$ cat config.mk
export PLATFORM = sky130hd
export DESIGN_NAME = decode_stage
export DESIGN_NICKNAME = d
export VERILOG_FILES = /design/src/rtl/decode_stage.sv
export SDC_FILE = /design/constraint.sdc
export NUM_CORES = 1
export LEC_CHECK = 0
export CORE_AREA = 5 5 107 109
export DETAILED_ROUTE_END_ITERATION = 10
export DIE_AREA = 0 0 112 114
export DONT_BUFFER_PORTS = 1
export GPL_ROUTABILITY_DRIVEN = 0
export PLACE_DENSITY = 0.8
export SYNTH_ARGS = -nofsm -noshare
export SYNTH_HDL_FRONTEND = slang
export SYNTH_SLANG_ARGS = --single-unit
$ cat constraint.sdc
create_clock -name clk -period 13.45 [get_ports clk]
set_clock_uncertainty 0.1 [all_clocks]
set_input_delay 3.3625 -clock clk [delete_from_list [all_inputs] [get_ports clk]]
set_output_delay 3.3625 -clock clk [all_outputs]
set_load 0.02 [all_outputs]
$ cat src/rtl/decode_stage.sv
// Registered RV base-integer decode stage between IF and EX, with valid/ready on both sides and a flush input.
// Optional illegal-instruction detection is compiled in with `define DECODE_ILLEGAL_EN.
module decode_stage #(
    parameter int              XLEN     = 64,
    parameter logic [XLEN-1:0] RESET_PC = '0
) (
    input  logic            clk,
    input  logic            rst,
    input  logic            flush,
    input  logic            in_valid,
    output logic            in_ready,
    input  logic [31:0]     in_inst,
    input  logic [XLEN-1:0] in_pc,
    output logic            out_valid,
    input  logic            out_ready,
    output logic [XLEN-1:0] out_pc,
    output logic [4:0]      out_rs1,
    output logic [4:0]      out_rs2,
    output logic [4:0]      out_rd,
    output logic            out_wen,
    output logic [XLEN-1:0] out_imm,
    output logic [2:0]      out_funct3,
    output logic            out_funct7b5,
    output logic [3:0]      out_class,
    output logic            out_illegal
);

    localparam logic [6:0] OPC_OP_IMM    = 7'b0010011;
    localparam logic [6:0] OPC_OP        = 7'b0110011;
    localparam logic [6:0] OPC_LOAD      = 7'b0000011;
    localparam logic [6:0] OPC_STORE     = 7'b0100011;
    localparam logic [6:0] OPC_BRANCH    = 7'b1100011;
    localparam logic [6:0] OPC_LUI       = 7'b0110111;
    localparam logic [6:0] OPC_AUIPC     = 7'b0010111;
    localparam logic [6:0] OPC_JAL       = 7'b1101111;
    localparam logic [6:0] OPC_JALR      = 7'b1100111;
    localparam logic [6:0] OPC_SYSTEM    = 7'b1110011;
    localparam logic [6:0] OPC_OP_IMM_32 = 7'b0011011;
    localparam logic [6:0] OPC_OP_32     = 7'b0111011;

    localparam logic [3:0] CLS_OP_IMM    = 4'd0;
    localparam logic [3:0] CLS_OP        = 4'd1;
    localparam logic [3:0] CLS_LOAD      = 4'd2;
    localparam logic [3:0] CLS_STORE     = 4'd3;
    localparam logic [3:0] CLS_BRANCH    = 4'd4;
    localparam logic [3:0] CLS_LUI       = 4'd5;
    localparam logic [3:0] CLS_AUIPC     = 4'd6;
    localparam logic [3:0] CLS_JAL       = 4'd7;
    localparam logic [3:0] CLS_JALR      = 4'd8;
    localparam logic [3:0] CLS_SYSTEM    = 4'd9;
    localparam logic [3:0] CLS_OP_IMM_32 = 4'd10;
    localparam logic [3:0] CLS_OP_32     = 4'd11;
    localparam logic [3:0] CLS_OTHER     = 4'd15;

    localparam bit HAS_W_OPS = (XLEN == 64);

    logic               valid_q, valid_d;
    logic [XLEN-1:0]    pc_q;
    logic [4:0]         rs1_q, rs2_q, rd_q;
    logic               wen_q;
    logic [XLEN-1:0]    imm_q;
    logic [2:0]         funct3_q;
    logic               funct7b5_q;
    logic [3:0]         class_q;

    logic [3:0]         class_d;
    logic               use_rs1, use_rs2, has_rd;
    logic signed [31:0] imm32;
    logic               illegal_d;
    logic               wen_d;
    logic [4:0]         rs1_d, rs2_d, rd_d;
    logic [XLEN-1:0]    imm_d;
    logic               xfer, load_en;

    logic signed [31:0] imm_i, imm_s, imm_b, imm_u, imm_j;

    assign imm_i = {{20{in_inst[31]}}, in_inst[31:20]};
    assign imm_s = {{20{in_inst[31]}}, in_inst[31:25], in_inst[11:7]};
    assign imm_b = {{19{in_inst[31]}}, in_inst[31], in_inst[7], in_inst[30:25], in_inst[11:8], 1'b0};
    assign imm_u = {in_inst[31:12], 12'b0};
    assign imm_j = {{11{in_inst[31]}}, in_inst[31], in_inst[19:12], in_inst[20], in_inst[30:21], 1'b0};

    // Opcode -> class, operand usage and the 32-bit immediate before widening.
    always_comb begin
        class_d = CLS_OTHER;
        use_rs1 = 1'b0;
        use_rs2 = 1'b0;
        has_rd  = 1'b0;
        imm32   = '0;
        case (in_inst[6:0])
            OPC_OP_IMM: begin class_d = CLS_OP_IMM; use_rs1 = 1'b1; has_rd = 1'b1; imm32 = imm_i; end
            OPC_OP:     begin class_d = CLS_OP;     use_rs1 = 1'b1; use_rs2 = 1'b1; has_rd = 1'b1; end
            OPC_LOAD:   begin class_d = CLS_LOAD;   use_rs1 = 1'b1; has_rd = 1'b1; imm32 = imm_i; end
            OPC_STORE:  begin class_d = CLS_STORE;  use_rs1 = 1'b1; use_rs2 = 1'b1; imm32 = imm_s; end
            OPC_BRANCH: begin class_d = CLS_BRANCH; use_rs1 = 1'b1; use_rs2 = 1'b1; imm32 = imm_b; end
            OPC_LUI:    begin class_d = CLS_LUI;    has_rd = 1'b1; imm32 = imm_u; end
            OPC_AUIPC:  begin class_d = CLS_AUIPC;  has_rd = 1'b1; imm32 = imm_u; end
            OPC_JAL:    begin class_d = CLS_JAL;    has_rd = 1'b1; imm32 = imm_j; end
            OPC_JALR:   begin class_d = CLS_JALR;   use_rs1 = 1'b1; has_rd = 1'b1; imm32 = imm_i; end
            OPC_SYSTEM: begin class_d = CLS_SYSTEM; use_rs1 = 1'b1; has_rd = 1'b1; imm32 = imm_i; end
            OPC_OP_IMM_32: begin
                if (HAS_W_OPS) begin
                    class_d = CLS_OP_IMM_32; use_rs1 = 1'b1; has_rd = 1'b1; imm32 = imm_i;
                end
            end
            OPC_OP_32: begin
                if (HAS_W_OPS) begin
                    class_d = CLS_OP_32; use_rs1 = 1'b1; use_rs2 = 1'b1; has_rd = 1'b1;
                end
            end
            default: ;
        endcase
    end

    // imm32 is signed, so the size cast sign-extends from inst[31].
    assign imm_d = XLEN'(imm32);
    assign wen_d = has_rd && (in_inst[11:7] != 5'd0) && !illegal_d;
    assign rd_d  = wen_d ? in_inst[11:7] : 5'd0;
    assign rs1_d = use_rs1 ? in_inst[19:15] : 5'd0;
    assign rs2_d = use_rs2 ? in_inst[24:20] : 5'd0;

    assign in_ready = !valid_q || out_ready;
    assign xfer     = in_valid && in_ready;
    assign load_en  = xfer && !flush;

    always_comb begin
        valid_d = valid_q;
        if (flush) begin
            valid_d = 1'b0;
        end else if (xfer) begin
            valid_d = 1'b1;
        end else if (valid_q && out_ready) begin
            valid_d = 1'b0;
        end
    end

    always_ff @(posedge clk or posedge rst) begin
        if (rst) begin
            valid_q <= 1'b0;
        end else begin
            valid_q <= valid_d;
        end
    end

    // Bundle registers only move on an accepted, unflushed transfer.
    always_ff @(posedge clk or posedge rst) begin
        if (rst) begin
            pc_q       <= RESET_PC;
            rs1_q      <= '0;
            rs2_q      <= '0;
            rd_q       <= '0;
            wen_q      <= 1'b0;
            imm_q      <= '0;
            funct3_q   <= '0;
            funct7b5_q <= 1'b0;
            class_q    <= '0;
        end else if (load_en) begin
            pc_q       <= in_pc;
            rs1_q      <= rs1_d;
            rs2_q      <= rs2_d;
            rd_q       <= rd_d;
            wen_q      <= wen_d;
            imm_q      <= imm_d;
            funct3_q   <= in_inst[14:12];
            funct7b5_q <= in_inst[30];
            class_q    <= class_d;
        end
    end

`ifdef DECODE_ILLEGAL_EN
    logic illegal_q;

    always_comb begin
        illegal_d = (in_inst[1:0] != 2'b11) || (class_d == CLS_OTHER);
        if (((class_d == CLS_OP) || (class_d == CLS_OP_32)) &&
            !((in_inst[31:25] == 7'b0000000) || (in_inst[31:25] == 7'b0100000))) begin
            illegal_d = 1'b1;
        end
    end

    always_ff @(posedge clk or posedge rst) begin
        if (rst) begin
            illegal_q <= 1'b0;
        end else if (load_en) begin
            illegal_q <= illegal_d;
        end
    end

    assign out_illegal = illegal_q;
`else
    assign illegal_d   = 1'b0;
    assign out_illegal = 1'b0;
`endif

    assign out_valid    = valid_q;
    assign out_pc       = pc_q;
    assign out_rs1      = rs1_q;
    assign out_rs2      = rs2_q;
    assign out_rd       = rd_q;
    assign out_wen      = wen_q;
    assign out_imm      = imm_q;
    assign out_funct3   = funct3_q;
    assign out_funct7b5 = funct7b5_q;
    assign out_class    = class_q;

endmodule

==> metrics.txt, run 1 <==
maximum number of pins on one net before global-route repair 75; reg-to-reg critical path startpoint out_valid$_DFFE_PP0P_; Via Count 4012; sequential fraction of the synthesis area 54.7%; internal reg-to-reg setup slack 11.04 ns; max-slew violations 0; clock latency of the later-clocked register in the worst-skew pair 0.50 ns; TritonCTS clock tree yes; reported max-cap violation count 0; number of placement rows 38; cell type with the highest aggregate area in the netlist dfrtp_1; crit-path max cell delay 0.32 ns; final worst-path cycle share 54.8%; total half-perimeter wirelength after legalization and detailed placement 9900 µm; CTS Buffer Depth 2; final worst path period need 7.37 ns; highest metal layer with signal wires met4; clk root buf clkbuf_8; number of warning messages in the yosys log 0; CP startpoint kind input pin; share of Yosys cell area claimed by the top area cell type 54.7%; routed len/inst 19.6 µm; core area 0.0105 mm²; I/O pins 256; total clock buffers created by CTS 17; antenna cells 0; leakage power 2.87 nW; maximum resistive drop on vdd 68.3 µV; top post-synthesis cells by area dfrtp_1 (55%), nand2_1 (16%), buf_4 (4.7%), o21ai_2 (3.5%), a21oi_1 (3.0%); Highest Clock Rate 136 MHz; layout filler cell count 906; required time of the critical path 9.99 ns; mux share of post-synthesis cell area 0%; die area 0.0128 mm²; number of buffer and inverter stages on the critical path 1; Hold Path Stages 2; Max FO, Critical Path 4; share of the synthesized netlist area taken by xor and xnor gates 0%; Cells after Synth 588; synthesized-area fraction occupied by ao, oa, aoi and oai cells 14.9%; Worst Hold Path EP out_funct3[1]$_DFFE_PP0P_; Post-Route WL 13700 µm; net count after synthesis 689; largest family of logic cells by synthesized area simple AND/OR/NAND/NOR gates; ordered list of cells on the worst path nor2b_1, inv_1; number of buffers inserted by port buffering 0; Initial Util 52.7%; wire length on met2 6780 µm; width of the chip 112 µm; synthesized-area fraction occupied by and/or/nand/nor cells 21.9%; setup repair after global routing missed its margin false; number of different library cells in the post-synthesis netlist 49; per-cell via count in the routed design 5.73; Relative slew margins 48.2%; reg-to-reg endpoint out_imm[11]$_DFFE_PP0P_; Arr. time, crit path 3.91 ns; number of gates resized after cts 0; adder-cell share of the synthesized area 0%; number of nets with antenna violations after detailed routing 0; sum of negative setup slack 0 ns; H-tree levels 4; wire length of the first global-routing pass 21700 µm; total standard cell area after synthesis 0.00553 mm²; relative area change from synthesis to final layout 7.82%; worst reg2reg path depth 4; startpoint of the tightest hold check path out_funct3[1]$_DFFE_PP0P_; PD cells 172 mW/mm²; crit end category output pin; transition time of the tightest slew-check pin 0.770 ns; residual overflow from global routing 0; Avg Cell Area, Syn 9.41 µm²; most frequent cells in the layout nand2_1 (237), dfrtp_1 (120), a21oi_1 (33); Critical Path Start out_ready; global router's overall resource usage 21.3%; initial antenna violation count 0; number of placed instances, taps included 668; number of failing hold endpoints at the final stage 0; Post-CTS Setup Inserts 0; M1 wire length 5100 µm; drt first pass iters 4; die boundary height 114 µm; via count of the first global-routing pass 3959; Tightest Hold Check Type reg -> reg; FF+latch count, synth 121; Worst path top cell family by delay simple AND/OR/NAND/NOR gates; most frequent standard cell in the layout excluding fill and tap cells nand2_1; final setup violating endpoints 0; type of the worst setup path in -> out; post-CTS clock slew at the launch and capture registers of the worst setup and hold paths 0.06 ns; final std cells w/o fill 700; Iter 0 DRT Violations 402; cell with the largest stage delay on the worst path nor2b_1; met3 wire length 1500 µm; Sinks on Clock Net 121; Remaining DRCs 0; final-stage net count 648; share of layout cells above drive strength 1 14.1%; status complete, no violations; number of hold buffers added after cts 0
## worst max-delay path by stage
| stage | to | slack [ns] | cells after the start |
|---|---|---|---|
| after floorplan | in_ready | 6.17 | 2 |
| after global placement | in_ready | 6.11 | 2 |
| after detailed placement | in_ready | 6.08 | 2 |
| after CTS | in_ready | 6.08 | 2 |
| after global routing | in_ready | 6.02 | 2 |
| final | in_ready | 6.08 | 2 |
## cells by family after synthesis
logic type | after synthesis
AO/OA/AOI/OAI | 110
buffers and inverters | 69
flip-flops | 121
other | 1
AND/OR/NAND/NOR | 287
## stage by stage
stage                     power, mW  area (µm²)  util, %  hold WS [ns]  worst slack [ns]
after floorplan               0.535        5530        -         0.481              6.17
after global placement        0.542        5330     50.8         0.508              6.11
after detailed placement      0.548        5330     50.8         0.513              6.08
after CTS                      1.03        5970     56.8         0.528              6.08
after global routing           1.07        5970     56.8         0.543              6.02
final                          1.02        5970     56.8         0.526              6.08
## report_power, final
part           internal [mW]  switching (mW)
Clock                  0.325           0.158
Combinational         0.0231          0.0486
Sequential             0.398          0.0707
## area by class of cell
class | instances | area [µm²] | share of cell area (%)
inverters | 3 | 13.8 | 0.231
multi-input cells | 398 | 2050 | 34.3
repair buffers | 6 | 65.1 | 1.09
clock inverters | 11 | 194 | 3.25
clock buffers | 21 | 439 | 7.36
flip-flops and latches | 121 | 3030 | 50.8
well taps | 140 | 175 | 2.94
## per-layer routing
metal  vias to the layer above  track usage (%)
li1                       1824                -
met1                      1950             25.4
met2                       208             34.5
met3                        30             8.75
met4                         0             8.81
met5                         -                0
## synthesized netlist by cell type, drive strengths merged
| master | instances |
|---|---|
| nor4 | 2 |
| nand3 | 2 |
| or2 | 1 |
| conb | 1 |
| nor2 | 18 |
| a2111oi | 1 |
| a311oi | 1 |
| nand2b | 4 |
| dfrtp | 121 |
| and4 | 1 |
| a21oi | 36 |
| and3 | 1 |
| nand2 | 239 |
| a22o | 22 |
| o21bai | 2 |
| o22a | 2 |
| a31oi | 2 |
| and2b | 1 |
| inv | 3 |
| o21a | 1 |
| and2 | 1 |
| nor3b | 2 |
| a211oi | 2 |
| nor2b | 2 |
| a21o | 2 |
| buf | 55 |
| and3b | 1 |
| nand3b | 4 |
| a32o | 5 |
| clkbuf | 11 |
| or3b | 1 |
| o21ai | 32 |
| nor3 | 3 |
| nand4b | 1 |
| nor4b | 3 |
| o211ai | 2 |
## flip-flops by register name, summed over array words and instances, names as in the netlist
name          cells
out_pc           64
out_imm          32
out_valid         1
out_funct7b5      1
out_wen           1
out_rd            5
out_funct3        3
out_rs1           5
out_rs2           5
out_class         4
Note: power is estimated with default switching activity, not from simulation.
==> run 2: changes to the inputs <==
- clock period: 13.45 -> 7.5 ns (I/O delays scaled with it)
==> metrics.txt, run 2 (same netlist as run 1, synthesis figures left out) <==
status complete, no violations; transition time of the tightest slew-check pin 0.765 ns (-0.00560 ns); met1 demand-to-capacity share in global routing 25.4% (-0.070 points); Max FO, Critical Path 4 (unchanged); clk root buf clkbuf_8; relative area change from synthesis to final layout 7.37%; number of gates resized after cts 0 (unchanged); final setup violating endpoints 0 (unchanged); per-cell via count in the routed design 5.80 (+1.1%); reported max-cap violation count 0 (unchanged); TritonCTS clock tree yes; number of flip-flops in the largest register 64 (unchanged); die area 0.0128 mm² (unchanged); die boundary height 114 µm (unchanged); CP startpoint kind input pin; busiest layer in global routing met2; Iter 0 DRT Violations 420 (+4.5%); total half-perimeter wirelength after legalization and detailed placement 9830 µm (-0.67%); Post-Route WL 13500 µm (-1.2%); number of buffer and inverter stages on the critical path 1 (unchanged); Post-Place Setup Slack 3.09 ns (-2.99 ns); layout filler cell count 921 (+1.7%); Via Count 4057 (+1.1%); Worst path top cell family by delay simple AND/OR/NAND/NOR gates; via count of the first global-routing pass 3915 (-1.1%); number of placed instances, taps included 668 (unchanged); worst setup margin 3.09 ns (-2.99 ns); cell with the largest stage delay on the worst path nor2b_1; Arr. time, crit path 2.43 ns (-1.48 ns); Highest Clock Rate 227 MHz; drt first pass iters 5 (+1); antenna cells 0 (unchanged); final worst path period need 4.41 ns; I/O pins 256 (unchanged); maximum number of pins on one net before global-route repair 75 (unchanged); Relative slew margins 49.0% (+0.85 points); width of the chip 112 µm (unchanged); clock latency of the later-clocked register in the worst-skew pair 0.49 ns (about the same); final worst-path cycle share 58.7%; setup repair after global routing missed its margin false; share of layout cells above drive strength 1 14.6% (+0.54 points); max-slew violations 0 (unchanged); H-tree levels 4 (unchanged); number of placement rows 38 (unchanged); PD cells 301 mW/mm² (+75%); global router's overall resource usage 20.8% (-0.51 points); Tightest Hold Check Type reg -> reg; startpoint of the tightest hold check path out_pc[8]$_DFFE_PP0P_; reg-to-reg critical path startpoint out_valid$_DFFE_PP0P_; sum of negative setup slack 0 ns (unchanged); Finished Cell Area 0.00594 mm² (-0.42%); maximum resistive drop on vdd 167 µV (+140%); total clock buffers created by CTS 17 (unchanged); final-stage net count 648 (unchanged); type of the worst setup path in -> out; final std cells w/o fill 700 (unchanged); residual overflow from global routing 0 (unchanged); Post-CTS Setup Inserts 0 (unchanged); number of nets with antenna violations after detailed routing 0 (unchanged); most frequent standard cell in the layout excluding fill and tap cells nand2_1; wire length of the first global-routing pass 21300 µm (-1.6%); Initial Util 52.7% (unchanged); Remaining DRCs 0 (unchanged); ordered list of cells on the worst path nor2b_1, inv_1; required time of the critical path 5.53 ns (-4.46 ns); Sinks on Clock Net 121 (unchanged); core area 0.0105 mm² (unchanged); cell area after placement 0.00533 mm² (unchanged); grt met3 use 7.80% (-0.95 points); CTS Buffer Depth 2 (unchanged); most frequent cells in the layout nand2_1 (237), dfrtp_1 (120), a21oi_1 (33); initial antenna violation count 0 (unchanged); crit-path max cell delay 0.33 ns (about the same); number of buffers inserted by port buffering 0 (unchanged); Critical Path Start out_ready; routed len/inst 19.3 µm (-1.2%); crit end category output pin; number of hold buffers added after cts 0 (unchanged); number of failing hold endpoints at the final stage 0 (unchanged); post-CTS clock slew at the launch and capture registers of the worst setup and hold paths 0.06 ns (about the same); leakage power 2.85 nW (-0.53%); met2 track demand over resource in global routing 34.1% (-0.40 points)
-- run 2: layer usage --
metal / wire (µm) / up-vias
li1: - / 1828
met1: 4980 / 1993
met5: 0 / -
met3: 1500 / 20
met4: 233 / 0
met2: 6820 / 216
-- run 2: through the flow --
step / utilization [%] / hold slack (ns) / power, mW
after CTS: 56.5 / 0.529 / 1.81
after floorplan: - / 0.481 / 0.959
after detailed placement: 50.8 / 0.513 / 0.983
after global routing: 56.5 / 0.542 / 1.87
after global placement: 50.8 / 0.508 / 0.973
final: 56.5 / 0.526 / 1.79
-- run 2: power breakdown --
part	internal (mW)	total, mW	switching [mW]
combinational	0.0414	0.128	0.0866
clock	0.527	0.819	0.292
sequential	0.714	0.841	0.127
-- run 2: path summary, 6_finish.rpt --
| path | end | slack, ns | cells after the start |
|---|---|---|---|
| max | in_ready | 3.09 | 2 |
| min | out_pc[8]$_DFFE_PP0P_ | 0.53 | 2 |
| min reg2reg | out_pc[8]$_DFFE_PP0P_ | 0.53 | 2 |
| max reg2reg | out_imm[11]$_DFFE_PP0P_ | 5.12 | 4 |
| max in group asynchronous | out_imm[31]$_DFFE_PP0P_ | 4.69 | 2 |
| min in group asynchronous | out_pc[55]$_DFFE_PP0P_ | 1.28 | 1 |
-- run 2: layout make-up --
| class | instances | area (µm²) | share of cell area [%] |
|---|---|---|---|
| Clock buffer | 19 | 442 | 7.43 |
| Clock inverter | 13 | 166 | 2.80 |
| Inverter | 3 | 13.8 | 0.232 |
| Multi-Input combinational cell | 398 | 2050 | 34.5 |
| Sequential cell | 121 | 3030 | 51.0 |
| Tap cell | 140 | 175 | 2.95 |
| Timing Repair Buffer | 6 | 65.1 | 1.09 |
==> run 3: changes to the inputs <==
- ABC_AREA: default -> 1
- PLACE_DENSITY: 0.8 -> 0.82
- clock period: 7.5 -> 3.9 ns (I/O delays scaled with it)
==> metrics.txt, run 3 <==
status complete, no violations; initial antenna violation count 0 (unchanged); number of different library cells in the post-synthesis netlist 26 (-47%); TritonCTS clock tree yes; sum of negative setup slack 0 ns (unchanged); setup repair after global routing missed its margin false; H-tree levels 4 (unchanged); share of Yosys cell area claimed by the top area cell type 54.9% (+0.22 points); Relative slew margins 26.1% (-23 points); Worst Hold Margin 0.398 ns (-0.128 ns); CP startpoint kind register; ordered list of cells on the worst path buf_16; most frequent cells in the layout nand2_1 (380), dfrtp_1 (120), inv_1 (30); number of hold buffers added after cts 0 (unchanged); Max FO, Critical Path 24 (+20); number of gates resized after cts 0 (unchanged); post-CTS clock slew at the launch and capture registers of the worst setup and hold paths 0.06 ns (about the same); cell area after placement 0.00542 mm² (+1.6%); total half-perimeter wirelength after legalization and detailed placement 10300 µm (+4.8%); reported max-cap violation count 0 (unchanged); residual overflow from global routing 0 (unchanged); die area 0.0128 mm² (unchanged); number of flops mapped to enable cells by yosys 0 (unchanged); global router's overall resource usage 22.4% (+1.6 points); final worst path period need 2.88 ns; sequential fraction of the synthesis area 54.9% (+0.22 points); Remaining DRCs 0 (unchanged); I/O pins 256 (unchanged); crit end category output pin; most frequent standard cell in the layout excluding fill and tap cells nand2_1; Initial Util 52.5% (-0.21 points); total clock buffers created by CTS 17 (unchanged); transition time of the tightest slew-check pin 1.11 ns (+0.344 ns); number of warning messages in the yosys log 0 (unchanged); top post-synthesis cells by area dfrtp_1 (55%), nand2_1 (26%), buf_4 (4.6%), nand3_1 (2.5%), inv_1 (2.2%); total standard cell area after synthesis 0.00551 mm² (-0.41%); Avg Cell Area, Syn 7.88 µm² (-16%); Sinks on Clock Net 121 (unchanged); die boundary height 114 µm (unchanged); Iter 0 DRT Violations 425 (+1.2%); cell with the most instances after synthesis nand2_1; number of buffer and inverter stages on the critical path 1 (unchanged); per-cell via count in the routed design 5.26 (-9.2%); leading post-synthesis cells by instance count nand2_1 (381), dfrtp_1 (121), buf_4 (34); CTS Buffer Depth 2 (unchanged); Finished Cell Area 0.00601 mm² (+1.2%); Cells after Synth 699 (+19%); final setup violating endpoints 0 (unchanged); maximum resistive drop on vdd 278 µV (+67%); Post-CTS Setup Inserts 0 (unchanged); share of layout cells above drive strength 1 9.19% (-5.5 points); routed len/inst 17.3 µm (-10%); antenna cells 0 (unchanged); number of failing hold endpoints at the final stage 0 (unchanged); max-slew violations 0 (unchanged); relative area change from synthesis to final layout 9.06%; number of nets with antenna violations after detailed routing 0 (unchanged); final-stage net count 763 (+18%); wire length of the first global-routing pass 22700 µm (+6.5%); async set-or-reset flop fraction in the synthesized netlist 100% (unchanged); Tightest Hold Check Type in -> async; width of the chip 112 µm (unchanged); maximum number of pins on one net before global-route repair 119 (+59%); final worst-path cycle share 73.9%; FF+latch count, synth 121 (unchanged); Worst path top cell family by delay flip-flops; number of flip-flops in the largest register 64 (unchanged); clk root buf clkbuf_8; type of the worst setup path reg -> out; required time of the critical path 2.82 ns (-2.71 ns); clock latency of the later-clocked register in the worst-skew pair 0.51 ns (+0.02 ns); net count after synthesis 800 (+16%); flip-flop cell with the highest count after synthesis dfrtp_1; drt first pass iters 6 (+1); Via Count 4288 (+5.7%); core area 0.0105 mm² (unchanged); cell with the largest stage delay on the worst path dfrtp_4; number of placement rows 38 (unchanged); cell type with the highest aggregate area in the netlist dfrtp_1; via count of the first global-routing pass 4540 (+16%); PD cells 573 mW/mm² (+91%); Post-Route WL 14100 µm (+4.2%); number of buffers inserted by port buffering 0 (unchanged); crit-path max cell delay 0.80 ns (+0.47 ns); Highest Clock Rate 347 MHz; Arr. time, crit path 1.81 ns (-0.62 ns); leakage power 3.33 nW (+17%); total power consumption of the routed design 3.45 mW (+93%)
[run 3: cell types whose count changed in the layout (fill, tap and decap cells not counted), moves of 18 or more]
| cell | previous run | this run |
|---|---|---|
| nand3_1 | 2 | 28 |
| a22o_1 | 18 | 0 |
| a21oi_1 | 33 | 5 |
| o21ai_2 | 22 | 0 |
| inv_1 | 2 | 30 |
| nand2_1 | 237 | 380 |
[run 3: final cells by class]
type                       count  area, µm²
clock buffer                  18        428
clock inverter                14        164
fill                         946       4500
inverter                      36        140
multi-input combinational    480       1980
sequential                   121       3030
tap                          140        175
timing repair buffer           6       90.1
[run 3: metal layers]
metal | part of all wire (%) | vias up | global-route usage, %
met5 | 0 | - | 0
li1 | - | 2014 | -
met1 | 36 | 2009 | 25.6
met4 | 3.0 | 0 | 10.5
met3 | 11 | 32 | 8.28
met2 | 50 | 233 | 37.5
[run 3: final timing paths]
check                           cells past startpoint                        to  slack (ns)                     from
worst max-delay path                                1               out_imm[31]        1.02  out_imm[31]$_DFFE_PP0P_
worst min-delay path                                1     out_valid$_DFFE_PP0P_        0.40                      rst
worst max register to register                      9  out_class[0]$_DFFE_PP0P_        1.58    out_valid$_DFFE_PP0P_
worst min register to register                      2   out_imm[12]$_DFFE_PP0P_        0.53  out_imm[12]$_DFFE_PP0P_
max in group asynchronous                           2   out_imm[21]$_DFFE_PP0P_        2.51                      rst
min in group clk                                    1     out_valid$_DFFE_PP0P_        0.42                    flush
[run 3: metrics by stage]
stage               setup WS [ns]  utilization (%)  instances
floorplan                    1.34                -        699
global placement             1.15             51.6        783
detailed placement           1.11             51.6        783
CTS                         0.990             57.2        815
global route                0.941             57.2        815
finish                       1.02             57.2        815
[run 3: report_power, final]
part / internal [mW] / switching, mW
sequential: 1.38 / 0.272
clock: 0.941 / 0.603
combinational: 0.0762 / 0.172
[run 3: kinds of logic after synthesis]
family | after synthesis | share of synthesized area (%)
AOI/OAI and AO/OA | 22 | 2.22
buffers and inverters | 98 | 9.24
DFF | 121 | 54.9
other | 1 | 0.0680
and+or+nand+nor | 457 | 33.5
